`config.mk`:
```
export PLATFORM = sky130hd
export DESIGN_NAME = uart_transaction_sequencer
export DESIGN_NICKNAME = d
export VERILOG_FILES = /design/src/rtl/uart_transaction_sequencer.sv
export SDC_FILE = /design/constraint.sdc
export NUM_CORES = 1
export LEC_CHECK = 0
export BUFFER_PORTS_ARGS = -buffer_cell sky130_fd_sc_hd__clkbuf_2
export CAP_MARGIN = 0
export CORE_MARGIN = 4
export CORE_UTILIZATION = 48
export CTS_CLUSTER_SIZE = 8
export DETAILED_ROUTE_END_ITERATION = 8
export PLACE_DENSITY = 0.82
export SYNTH_ARGS = -nofsm -noshare
export SYNTH_HDL_FRONTEND = slang
export SYNTH_SLANG_ARGS = --single-unit
```
`constraint.sdc`:
```
create_clock -name clk -period 7.2 [get_ports clk]
set_clock_uncertainty 0.2 [all_clocks]
set_input_delay 0.72 -clock clk [delete_from_list [all_inputs] [get_ports clk]]
set_output_delay 0.72 -clock clk [all_outputs]
set_load 0.02 [all_outputs]
```
`src/rtl/uart_transaction_sequencer.sv`:
```
// Runs one request/response exchange over a shared byte UART: sends a 5-byte command frame,
// collects a 4-byte response, validates it and retries on timeout or checksum failure.
module uart_transaction_sequencer #(
    parameter int         TIMEOUT_CYCLES = 50000,
    parameter int         MAX_RETRY      = 3,
    parameter logic [7:0] HDR_CMD        = 8'hAA,
    parameter logic [7:0] HDR_RSP        = 8'h55
) (
    input  logic        clk,
    input  logic        reset,
    input  logic        start,
    input  logic [31:0] dataa,
    input  logic [31:0] datab,
    output logic [31:0] result,
    output logic        done,
    output logic [7:0]  txdata,
    output logic        wr_en,
    input  logic        tx_busy,
    input  logic [7:0]  rxdata,
    input  logic        rdy,
    output logic        rdy_clr,
    output logic [3:0]  state
);
    typedef enum logic [3:0] {
        IDLE          = 4'd0,
        SEND          = 4'd1,
        WAIT_TX       = 4'd2,
        WAIT_HDR      = 4'd3,
        WAIT_STATUS   = 4'd4,
        WAIT_DATA     = 4'd5,
        WAIT_CHECKSUM = 4'd6,
        CHECK         = 4'd7,
        DONE          = 4'd8
    } state_t;

    localparam int TW = $clog2(TIMEOUT_CYCLES + 1);
    localparam int RW = $clog2(MAX_RETRY + 2);
    localparam logic [TW-1:0] TO_LAST   = TW'(TIMEOUT_CYCLES - 1);
    localparam logic [RW-1:0] RETRY_LIM = RW'(MAX_RETRY);

    state_t          st;
    logic [2:0]      idx;
    logic [RW-1:0]   retry;
    logic [TW-1:0]   tocnt;
    logic            tx_first;
    logic [1:0]      err;
    logic [7:0]      cmd, arg, opd, txsum;
    logic [7:0]      status, data, rxsum;
    logic            rx_state, accept, timeout;
    logic            unused_bits;

    assign state       = st;
    assign unused_bits = ^{dataa[31:16], datab[31:8]};
    assign rx_state    = (st == WAIT_HDR) || (st == WAIT_STATUS) ||
                         (st == WAIT_DATA) || (st == WAIT_CHECKSUM);
    // rdy stays high until our acknowledge lands, so never re-accept while rdy_clr is out
    assign accept      = rx_state && rdy && !rdy_clr;
    assign timeout     = rx_state && !accept && (tocnt == TO_LAST);

    function automatic logic [7:0] frame_byte(input logic [2:0] i, input logic [7:0] c,
                                              input logic [7:0] a, input logic [7:0] o,
                                              input logic [7:0] s);
        case (i)
            3'd0:    frame_byte = HDR_CMD;
            3'd1:    frame_byte = c;
            3'd2:    frame_byte = a;
            3'd3:    frame_byte = o;
            default: frame_byte = s;
        endcase
    endfunction

    always_ff @(posedge clk) begin
        if (st == IDLE && start) begin
            cmd   <= dataa[7:0];
            arg   <= dataa[15:8];
            opd   <= datab[7:0];
            txsum <= dataa[7:0] + dataa[15:8] + datab[7:0];
        end
        if (accept) begin
            case (st)
                WAIT_STATUS:   status <= rxdata;
                WAIT_DATA:     data   <= rxdata;
                WAIT_CHECKSUM: rxsum  <= rxdata;
                default: ;
            endcase
        end
    end

    always_ff @(posedge clk or posedge reset) begin
        if (reset) begin
            st       <= IDLE;
            idx      <= '0;
            retry    <= '0;
            tocnt    <= '0;
            tx_first <= 1'b0;
            err      <= 2'b00;
            result   <= '0;
            done     <= 1'b0;
            wr_en    <= 1'b0;
            rdy_clr  <= 1'b0;
            txdata   <= '0;
        end else begin
            wr_en   <= 1'b0;
            done    <= 1'b0;
            rdy_clr <= accept;
            if (rx_state)
                tocnt <= accept ? '0 : tocnt + 1'b1;

            case (st)
                IDLE: begin
                    if (start) begin
                        retry <= '0;
                        idx   <= '0;
                        st    <= SEND;
                    end
                end
                SEND: begin
                    if (!tx_busy) begin
                        txdata   <= frame_byte(idx, cmd, arg, opd, txsum);
                        wr_en    <= 1'b1;
                        tx_first <= 1'b1;
                        st       <= WAIT_TX;
                    end
                end
                WAIT_TX: begin
                    // transmitter raises busy one clock after the strobe
                    if (tx_first) begin
                        tx_first <= 1'b0;
                    end else if (!tx_busy) begin
                        if (idx != 3'd4) begin
                            idx <= idx + 3'd1;
                            st  <= SEND;
                        end else begin
                            tocnt <= '0;
                            st    <= WAIT_HDR;
                        end
                    end
                end
                WAIT_HDR:      if (accept && rxdata == HDR_RSP) st <= WAIT_STATUS;
                WAIT_STATUS:   if (accept) st <= WAIT_DATA;
                WAIT_DATA:     if (accept) st <= WAIT_CHECKSUM;
                WAIT_CHECKSUM: if (accept) st <= CHECK;
                CHECK: begin
                    if (rxsum == status + data) begin
                        err <= 2'b00;
                        st  <= DONE;
                    end else if (retry < RETRY_LIM) begin
                        retry <= retry + 1'b1;
                        idx   <= '0;
                        st    <= SEND;
                    end else begin
                        err <= 2'b10;
                        st  <= DONE;
                    end
                end
                DONE: begin
                    result <= {14'b0, err, status, data};
                    done   <= 1'b1;
                    st     <= IDLE;
                end
                default: st <= IDLE;
            endcase

            // an accepted byte always beats expiry because timeout excludes accept cycles
            if (timeout) begin
                if (retry < RETRY_LIM) begin
                    retry <= retry + 1'b1;
                    idx   <= '0;
                    st    <= SEND;
                end else begin
                    err <= 2'b01;
                    st  <= DONE;
                end
            end
        end
    end
endmodule

```
==> results of run 1 <==
-- routing by layer --
layer	part of all wire, %	wire [microns]	vias up
met3	6.6	776	18
met5	0	0	-
met1	41	4850	1933
met4	1.8	206	0
met2	50	5900	150
li1	-	-	1823
-- worst max-delay path: cells and delay by family (launching register included) --
| family | cells | cell delay, ns |
|---|---|---|
| AOI/OAI and AO/OA | 3 | 0.76 |
| adders and majority gates | 2 | 0.71 |
| DFF | 1 | 0.40 |
| and+or+nand+nor | 3 | 0.85 |
| xor gates and xnor gates | 1 | 0.15 |
-- power groups by stage --
| stage | Sequential [mW] | Clock, mW | Combinational (mW) |
|---|---|---|---|
| global route | 0.933 | 0.903 | 0.654 |
| CTS | 0.916 | 0.871 | 0.594 |
| global placement | 0.919 | 0 | 0.559 |
| detailed placement | 0.926 | 0 | 0.585 |
| finish | 0.918 | 0.860 | 0.592 |
| floorplan | 0.950 | 0 | 0.392 |
-- layout make-up --
cell class,instances,area [sq um],area share (%)
Sequential cell,114,3130,46.7
Tap cell,143,179,2.67
Timing Repair Buffer,73,375,5.60
Clock buffer,20,437,6.51
Inverter,28,105,1.57
Multi-Input combinational cell,311,2310,34.5
Clock inverter,12,164,2.44
-- layout by cell type (no fill, tap or decap), types with 5 or more instances in the layout --
cell / n
clkbuf_2: 69
dfrtp_1: 58
edfxtp_1: 56
nor2_1: 33
nand2_1: 30
inv_1: 26
a21oi_1: 22
xnor2_1: 21
ha_1: 20
mux2_2: 19
clkbuf_16: 17
o21ai_0: 14
conb_1: 14
nor3_1: 11
nand3_1: 9
xor2_1: 9
fa_1: 9
a222oi_1: 8
and3_1: 7
a21o_1: 6
a31oi_1: 6
nand2b_1: 5
nor2b_1: 5
nor3b_1: 5
nor4_1: 5
clkinv_2: 5
-- path summary, 6_finish.rpt --
kind	to	slack [ns]	cells past startpoint
worst max-delay path	state[0]	4.02	9
worst min-delay path	err[0]	0.29	1
worst max register to register	state[0]	4.02	9
worst min register to register	err[0]	0.29	1
max in group asynchronous	err[0]	6.00	3
min in group asynchronous	result[15]	0.30	3
-- through the flow --
step	area (sq um)	utilization, %
after floorplan	5710	-
after global placement	6100	53.2
after detailed placement	6100	53.2
after CTS	6700	58.4
after global routing	6710	58.5
final	6710	58.5
-- sequential cells by signal, indices dropped and copies added, names as in the netlist --
signal	flops
result	18
status	8
done	1
tx_first	1
data	8
txdata	8
arg	8
rxsum	8
err	2
wr_en	1
rdy_clr	1
idx	3
txsum	8
state	4
tocnt	16
retry	3
opd	8
cmd	8
-- logic make-up (layout without fill, tap and decap cells) --
logic type | after synthesis | after routing | synth area share [%]
XOR/XNOR | 31 | 31 | 4.93
multiplexers | 20 | 20 | 3.96
AO/OA/AOI/OAI | 87 | 87 | 11.0
other | 1 | 14 | 0.0662
AND/OR/NAND/NOR | 130 | 130 | 12.2
adder cells (fa/ha/maj) | 29 | 29 | 7.60
flip-flops | 114 | 114 | 55.3
buffers and inverters | 57 | 133 | 4.88
==> flow_metrics.py, run 1 <==
metrics = {
    "clock_tree": {
        "cts_tree": "yes",
        "cts_made_buffers": 17,
        "h-tree-depth": 4,
        "postCtsSetupBuffers": 0,
        "clkTransAtPathRegs_ns": 0.05,
        "ctsLongestPathBuffers": 2,
        "holdBufCountCts": 0,
        "cts.sinks": 114,
        "cts_resized": 0,
        "clock_latency_ns": 0.40,
        "cts-root-buf": "clkbuf_16",
    },
    "sta": {
        "rsz0062_at_grt": "no",
        "min_period_over_period_pct": 44.2,
        "slew_headroom_pct": 20.3,
        "setup_violations": 0,
        "maxSlewViolCount": 0,
        "finalCriticalPeriod_ns": 3.18,
        "worst_slack_ns": 4.02,
        "finalHoldViolCount": 0,
        "whs_ns": 0.288,
        "fmax_mhz": 314,
        "setup_tns_ns": 0,
        "tightest_slew_ns": 1.19,
    },
    "critical_path": {
        "critPathRequiredTime_ns": 7.28,
        "worstPathArrival_ns": 3.27,
        "setup.worst_path.start_class": "register",
        "startpoint": "status[0]",
        "r2r-start": "status[0]",
        "cpPeakStageDelay_ns": 0.56,
        "cp-end-kind": "register",
        "crit_chain": "ha_1, fa_1, a21o_1, a21oi_1, xnor2_1, nand3_1, nor4_4, nor4_2, a2111o_1",
        "cp_max_fo": 9,
        "critical_path.slowest_cell": "nor4_4",
        "worstSetupPathType": "reg2reg",
    },
    "drt": {
        "vias": 3924,
        "wire_per_inst_microns": 16.7,
        "viasPerCell": 5.60,
        "drc": 0,
        "ant_nets": 0,
        "firstDrtPassIters": 5,
        "drtIter0Drc": 306,
        "routed_wl_mm": 11.7,
    },
    "global_routing": {
        "grt_use_met2_pct": 30.5,
        "antenna_found_initial": 0,
        "grt_pass1_vias": 4078,
        "grt_max_degree": 59,
        "grt_most_used_layer": "met2",
        "track_usage_pct": 18.2,
        "use_met1_pct": 21.9,
        "met3_usage_pct": 5.03,
        "overflow": 0,
        "grt_pass1_wl_mm": 19.3,
    },
    "power": {
        "pwr-share-clk_pct": 36.3,
        "switching_share_pct": 31.8,
        "leakage_nw": 2.98,
        "power_density_nw_per_um2": 353,
        "seq_power_share_pct": 38.7,
        "vdd_drop_max_uv": 181,
        "p_int_mw": 1.62,
        "power_mw": 2.37,
        "power.share.combinational_pct": 25.0,
        "p_sw_uw": 753,
    },
    "run": {
        "cap_viol_max_count": 0,
    },
    "synthesis": {
        "synth_seq_area_share_pct": 55.3,
        "async_reset_ff_share_pct": 50.9,
        "synth_top_area_share_pct": 29.7,
        "yosysMostFrequentCell": "dfrtp_1",
        "synth_cells": 469,
        "synth_area_leaders": "edfxtp_1 (30%), dfrtp_1 (26%), ha_1 (4.4%), mux2_2 (3.8%), xnor2_1 (3.2%)",
        "ys_warn_count": 0,
        "synth.top_cells.by_count": "dfrtp_1 (58), edfxtp_1 (56), nor2_1 (33)",
        "synth.distinct_cells": 65,
        "synth-seq-cells": 114,
        "syn-mean-instance-area_sq_um": 12.1,
        "syn_area_sq_um": 5660,
        "yosysTopAreaCell": "edfxtp_1",
        "ys.flop_type": "dfrtp_1",
        "synth_edf_count": 56,
    },
    "die": {
        "die_x_microns": 117,
        "start_util_pct": 49.4,
        "dieArea_sq_um": 13600,
        "pin_count": 124,
        "core_sq_um": 11500,
        "die_h_microns": 117,
        "std_cell_rows": 39,
    },
    "final_layout": {
        "antenna_cells": 0,
        "final_cells": 701,
        "drive_gt1_share_pct": 24.6,
        "area_growth_pct": 18.4,
        "fill_cells": 902,
        "nNetsFinal": 651,
    },
    "placement": {
        "place_inst": 669,
        "place_hpwl_mm": 8.14,
        "place.gp.congestion": 0.834,
        "portBuffers": 69,
        "place_ws_ns": 4.06,
    },
    "run_status": {
        "status": "finished, final reports clean",
    },
    "hold_path": {
        "min_from": "err[0]",
        "min_path_type": "reg2reg",
    },
}
(Power assumes the default switching activity.)
==> inputs of run 2 (changes only) <==
Clock period 7.2 ns to 3.2 ns, I/O delays scaled along.
==> run 2 against run 1 <==
Utilization rose by 2.4 points. Worst hold slack got worse by 0.13 ns. Final area up 4.2%. Combinational power up 130%. Die area unchanged. Via count grew 3.2%. Critical endpoint is now txsum[7]. Largest power group unchanged.
==> flow_metrics.py, run 2 (synthesized netlist as in run 1, its figures left out) <==
metrics = {
    "run_status": {
        "status": "finished, final reports clean",
    },
    "placement": {
        "place_hpwl_mm": 8.39,
        "place.gp.congestion": 0.818,
        "place_ws_ns": 0.308,
        "portBuffers": 69,
    },
    "critical_path": {
        "critPathRequiredTime_ns": 3.15,
        "crit_chain": "dlygate4sd3_1, clkbuf_2, fa_1, ha_1, inv_1, fa_1, inv_1, a21o_1, a21oi_1, o21bai_1, a21oi_1, xnor2_1",
        "cp_max_fo": 2,
        "cpPeakStageDelay_ns": 0.54,
        "cp-end-kind": "register",
        "critical_path.slowest_cell": "dlygate4sd3_1",
        "worstPathArrival_ns": 2.96,
        "setup.worst_path.start_class": "input port",
        "worstSetupPathType": "in2reg",
    },
    "die": {
        "start_util_pct": 49.4,
        "die_h_microns": 117,
        "core_sq_um": 11500,
        "pin_count": 124,
        "dieArea_sq_um": 13600,
        "die_x_microns": 117,
        "std_cell_rows": 39,
    },
    "power": {
        "leakage_nw": 3.11,
        "p_sw_mw": 1.67,
        "switching_share_pct": 32.6,
        "power.share.combinational_pct": 27.0,
        "vdd_drop_max_uv": 529,
        "seq_power_share_pct": 40.2,
        "power_density_nw_per_um2": 735,
        "p_int_mw": 3.46,
        "power_mw": 5.13,
        "pwr-share-clk_pct": 32.8,
    },
    "final_layout": {
        "largest_reg_flops": 18,
        "drive_gt1_share_pct": 23.0,
        "top_register": "result",
        "top_regs": "result x18, tocnt x16",
        "nNetsFinal": 688,
        "antenna_cells": 0,
        "layout_commonest_cell": "clkbuf_2",
        "area_growth_pct": 23.4,
        "layout_common_cells": "clkbuf_2 (69), dfrtp_1 (58), edfxtp_1 (56)",
    },
    "clock_tree": {
        "cts.sinks": 114,
        "cts_tree": "yes",
        "cts-root-buf": "clkbuf_16",
        "h-tree-depth": 4,
        "clkTransAtPathRegs_ns": 0.05,
        "ctsLongestPathBuffers": 2,
        "cts_made_buffers": 17,
        "clock_latency_ns": 0.41,
        "postCtsSetupBuffers": 0,
        "cts_resized": 0,
    },
    "drt": {
        "drc": 0,
        "ant_nets": 0,
        "drtIter0Drc": 289,
        "routed_wl_mm": 12.4,
        "wire_per_inst_microns": 16.7,
        "viasPerCell": 5.49,
        "firstDrtPassIters": 5,
        "vias": 4050,
    },
    "run": {
        "cap_viol_max_count": 0,
    },
    "sta": {
        "worst_slack_ns": 0.194,
        "fmax_mhz": 333,
        "finalCriticalPeriod_ns": 3.01,
        "setup_violations": 0,
        "min_period_over_period_pct": 93.9,
        "finalHoldViolCount": 0,
        "rsz0062_at_grt": "no",
        "maxSlewViolCount": 0,
        "setup_tns_ns": 0,
        "slew_headroom_pct": 37.1,
        "tightest_slew_ns": 0.943,
    },
    "global_routing": {
        "grt_pass1_vias": 4246,
        "track_usage_pct": 19.5,
        "grt_max_degree": 46,
        "overflow": 0,
        "grt_pass1_wl_mm": 20.3,
        "antenna_found_initial": 0,
    },
    "hold_path": {
        "min_path_type": "in2reg",
    },
}
[run 2: metrics by stage]
| stage | util (%) | cell area (sq um) | instances | hold WS [ns] |
|---|---|---|---|---|
| 6_report | 60.9 | 6990 | 738 | 0.154 |
| 5_1_grt | 60.9 | 6990 | 738 | 0.168 |
| 4_1_cts | 60.9 | 6990 | 738 | 0.120 |
| 3_5_place_dp | 53.5 | 6130 | 673 | 0.279 |
| 3_3_place_gp | 53.5 | 6130 | 673 | 0.262 |
| 2_1_floorplan | - | 5710 | 482 | 0.219 |
[run 2: worst paths after layout]
kind                                 from        to  slack (ns)  depth (start not counted)
worst max register to register  status[0]  retry[0]        0.26                         10
max in group asynchronous           reset  tocnt[6]        1.58                          4
worst min register to register     err[0]    err[0]        0.29                          1
worst max-delay path             dataa[1]  txsum[7]        0.19                         12
min in group asynchronous           reset      done        0.45                          3
worst min-delay path                start  retry[2]        0.15                          4
[run 2: power by group through the flow]
stage | combinational (mW) | clock (mW) | sequential [mW]
2_1_floorplan | 0.883 | 0 | 2.14
3_3_place_gp | 1.28 | 0 | 2.06
3_5_place_dp | 1.34 | 0 | 2.08
4_1_cts | 1.39 | 1.71 | 2.06
5_1_grt | 1.54 | 1.76 | 2.10
6_report | 1.39 | 1.68 | 2.07
[run 2: layout make-up]
type	instances	area, sq um
fillers	837	4480
repair buffers	110	736
inverters	28	105
multi-input cells	311	2310
flip-flops and latches	114	3130
clock inverters	8	63.8
well taps	143	179
clock buffers	24	462
[run 2: per-layer routing]
metal / vias to the layer above / wire length (microns) / global-route usage (%)
met5: - / 0 / 0
met4: 0 / 312 / 8.33
met3: 26 / 817 / 4.92
met2: 157 / 6630 / 35.3
met1: 1969 / 4600 / 21.6
li1: 1898 / - / -
[run 2: worst max-delay path, delay by kind of cell]
family | cells | cell delay (ns)
AOI/OAI and AO/OA | 4 | 0.79
xor gates and xnor gates | 1 | 0.10
adders and majority gates | 3 | 0.93
buffers and inverters | 4 | 0.81
[run 2: repair_timing]
action,4_1_cts,5_1_grt
hold buffers,33,0
endpoints found under the hold margin,92,0
setup endpoints to repair,0,0
==> inputs of run 3 (changes only) <==
Settings changed: CORE_MARGIN 4 to unset.
==> run 3 against run 2 <==
Clock-buffer cell count down 4. Maximum frequency up 3.9%. Critical path depth up 2. Largest power group unchanged. Sequential share of layout area down 0.63 points.
==> flow_metrics.py, run 3 (synthesized netlist as in run 1, its figures left out) <==
metrics = {
    "die": {
        "dieArea_sq_um": 12200,
        "std_cell_rows": 39,
        "start_util_pct": 49.4,
        "core_sq_um": 11500,
        "die_x_microns": 111,
        "die_h_microns": 111,
        "pin_count": 124,
    },
    "critical_path": {
        "crit_chain": "dlygate4sd3_1, clkbuf_2, inv_1, fa_1, inv_1, ha_1, inv_1, fa_1, inv_1, a21o_1, a21oi_1, o21bai_1, a21oi_1, xnor2_1",
        "r2r_setup_slack_ns": 0.31,
        "r2r-end": "retry[0]",
        "cpPeakStageDelay_ns": 0.55,
        "r2r-start": "status[0]",
        "critPathRequiredTime_ns": 3.16,
        "cp-end-kind": "register",
        "worstSetupPathType": "in2reg",
        "critPathMostFrequentCell": "inv_1",
        "setup.worst_path.start_class": "input port",
        "worst_r2r_path_depth": 10,
        "cp_max_fo": 2,
        "critical_path.slowest_cell": "dlygate4sd3_1",
        "worstPathArrival_ns": 2.85,
    },
    "drt": {
        "firstDrtPassIters": 5,
        "wire_per_inst_microns": 16.0,
        "drc": 0,
        "ant_nets": 0,
        "vias": 4075,
        "routed_wl_mm": 11.8,
        "drtIter0Drc": 250,
        "viasPerCell": 5.52,
    },
    "sta": {
        "tightest_slew_ns": 0.911,
        "whs_ns": 0.126,
        "min_period_over_period_pct": 90.4,
        "setup_tns_ns": 0,
        "slew_headroom_pct": 39.2,
        "finalHoldViolCount": 0,
        "setup_violations": 0,
        "fmax_mhz": 346,
        "rsz0062_at_grt": "no",
        "finalCriticalPeriod_ns": 2.89,
        "maxSlewViolCount": 0,
    },
    "final_layout": {
        "area_growth_pct": 25.1,
        "top_register": "result",
        "largest_reg_flops": 18,
        "drive_gt1_share_pct": 23.4,
        "layout_commonest_cell": "clkbuf_2",
        "layout_common_cells": "clkbuf_2 (69), dfrtp_1 (58), edfxtp_1 (56)",
        "fin_util_pct": 61.8,
        "nNetsFinal": 688,
        "finalInstanceArea_sq_um": 7080,
        "antenna_cells": 0,
        "top_regs": "result x18, tocnt x16",
    },
    "clock_tree": {
        "ctsLongestPathBuffers": 2,
        "cts_made_buffers": 17,
        "clkTransAtPathRegs_ns": 0.05,
        "cts.sinks": 114,
        "h-tree-depth": 4,
        "clock_latency_ns": 0.41,
        "cts_tree": "yes",
        "postCtsSetupBuffers": 0,
        "cts-root-buf": "clkbuf_16",
    },
    "global_routing": {
        "grt_pass1_wl_mm": 19.5,
        "overflow": 0,
        "track_usage_pct": 20.5,
        "grt_pass1_vias": 4113,
        "antenna_found_initial": 0,
        "grt_max_degree": 43,
    },
    "hold_path": {
        "holdPathEnd": "idx[1]",
        "min_from": "tx_busy",
        "min_path_type": "in2reg",
        "min_path_cells": 4,
    },
    "placement": {
        "dpl_cell_area_sq_um": 6130,
        "place_hpwl_mm": 7.98,
        "portBuffers": 69,
        "place.gp.congestion": 0.834,
    },
    "power": {
        "power_density_nw_per_um2": 768,
        "leakage_nw": 3.15,
        "power_mw": 5.44,
        "vdd_drop_max_uv": 638,
    },
    "run": {
        "cap_viol_max_count": 0,
    },
    "run_status": {
        "status": "finished, final reports clean",
    },
}
-- run 3: final cells by class --
| type | instances | area (sq um) |
|---|---|---|
| fill | 841 | 4380 |
| multi-input combinational | 311 | 2310 |
| clock buffer | 20 | 437 |
| sequential | 114 | 3130 |
| tap | 143 | 179 |
| clock inverter | 12 | 188 |
| timing repair buffer | 110 | 736 |
| inverter | 28 | 105 |
-- run 3: through the flow --
| stage | worst slack, ns | instances |
|---|---|---|
| CTS | 0.295 | 738 |
| global placement | 0.375 | 673 |
| detailed placement | 0.280 | 673 |
| global route | 0.184 | 738 |
| floorplan | 0.500 | 482 |
| finish | 0.308 | 738 |
-- run 3: worst max-delay path: cells and delay by family --
family	cells	cell delay, ns
xor gates and xnor gates	1	0.13
adders and majority gates	3	0.99
buffers and inverters	6	0.96
AOI/OAI and AO/OA	4	0.44
-- run 3: report_power, final --
| part | total (mW) | internal (mW) | switching [mW] |
|---|---|---|---|
| Clock | 2.00 | 1.37 | 0.629 |
| Sequential | 2.07 | 1.85 | 0.213 |
| Combinational | 1.38 | 0.537 | 0.844 |
| Total | 5.44 | 3.76 | 1.69 |
-- run 3: worst max path at each step --
stage / endpoint / startpoint / slack (ns)
CTS: retry[0] / status[0] / 0.30
floorplan: state[0] / status[0] / 0.50
detailed placement: retry[0] / status[0] / 0.28
finish: txsum[7] / dataa[0] / 0.31
global route: txsum[7] / dataa[0] / 0.18
global placement: retry[0] / status[0] / 0.38
-- run 3: what timing repair did --
action	CTS	global route
endpoints found under the hold margin	89	0
hold buffers	33	0
resized for setup	0	0
-- run 3: routing by layer --
metal  vias to the layer above  track usage (%)  wire [microns]
met5                         -                0               0
met4                         0             8.62             221
met3                        17             5.27             565
met2                       130             34.8            6190
met1                      2029             24.7            4820
li1                       1899                -               -
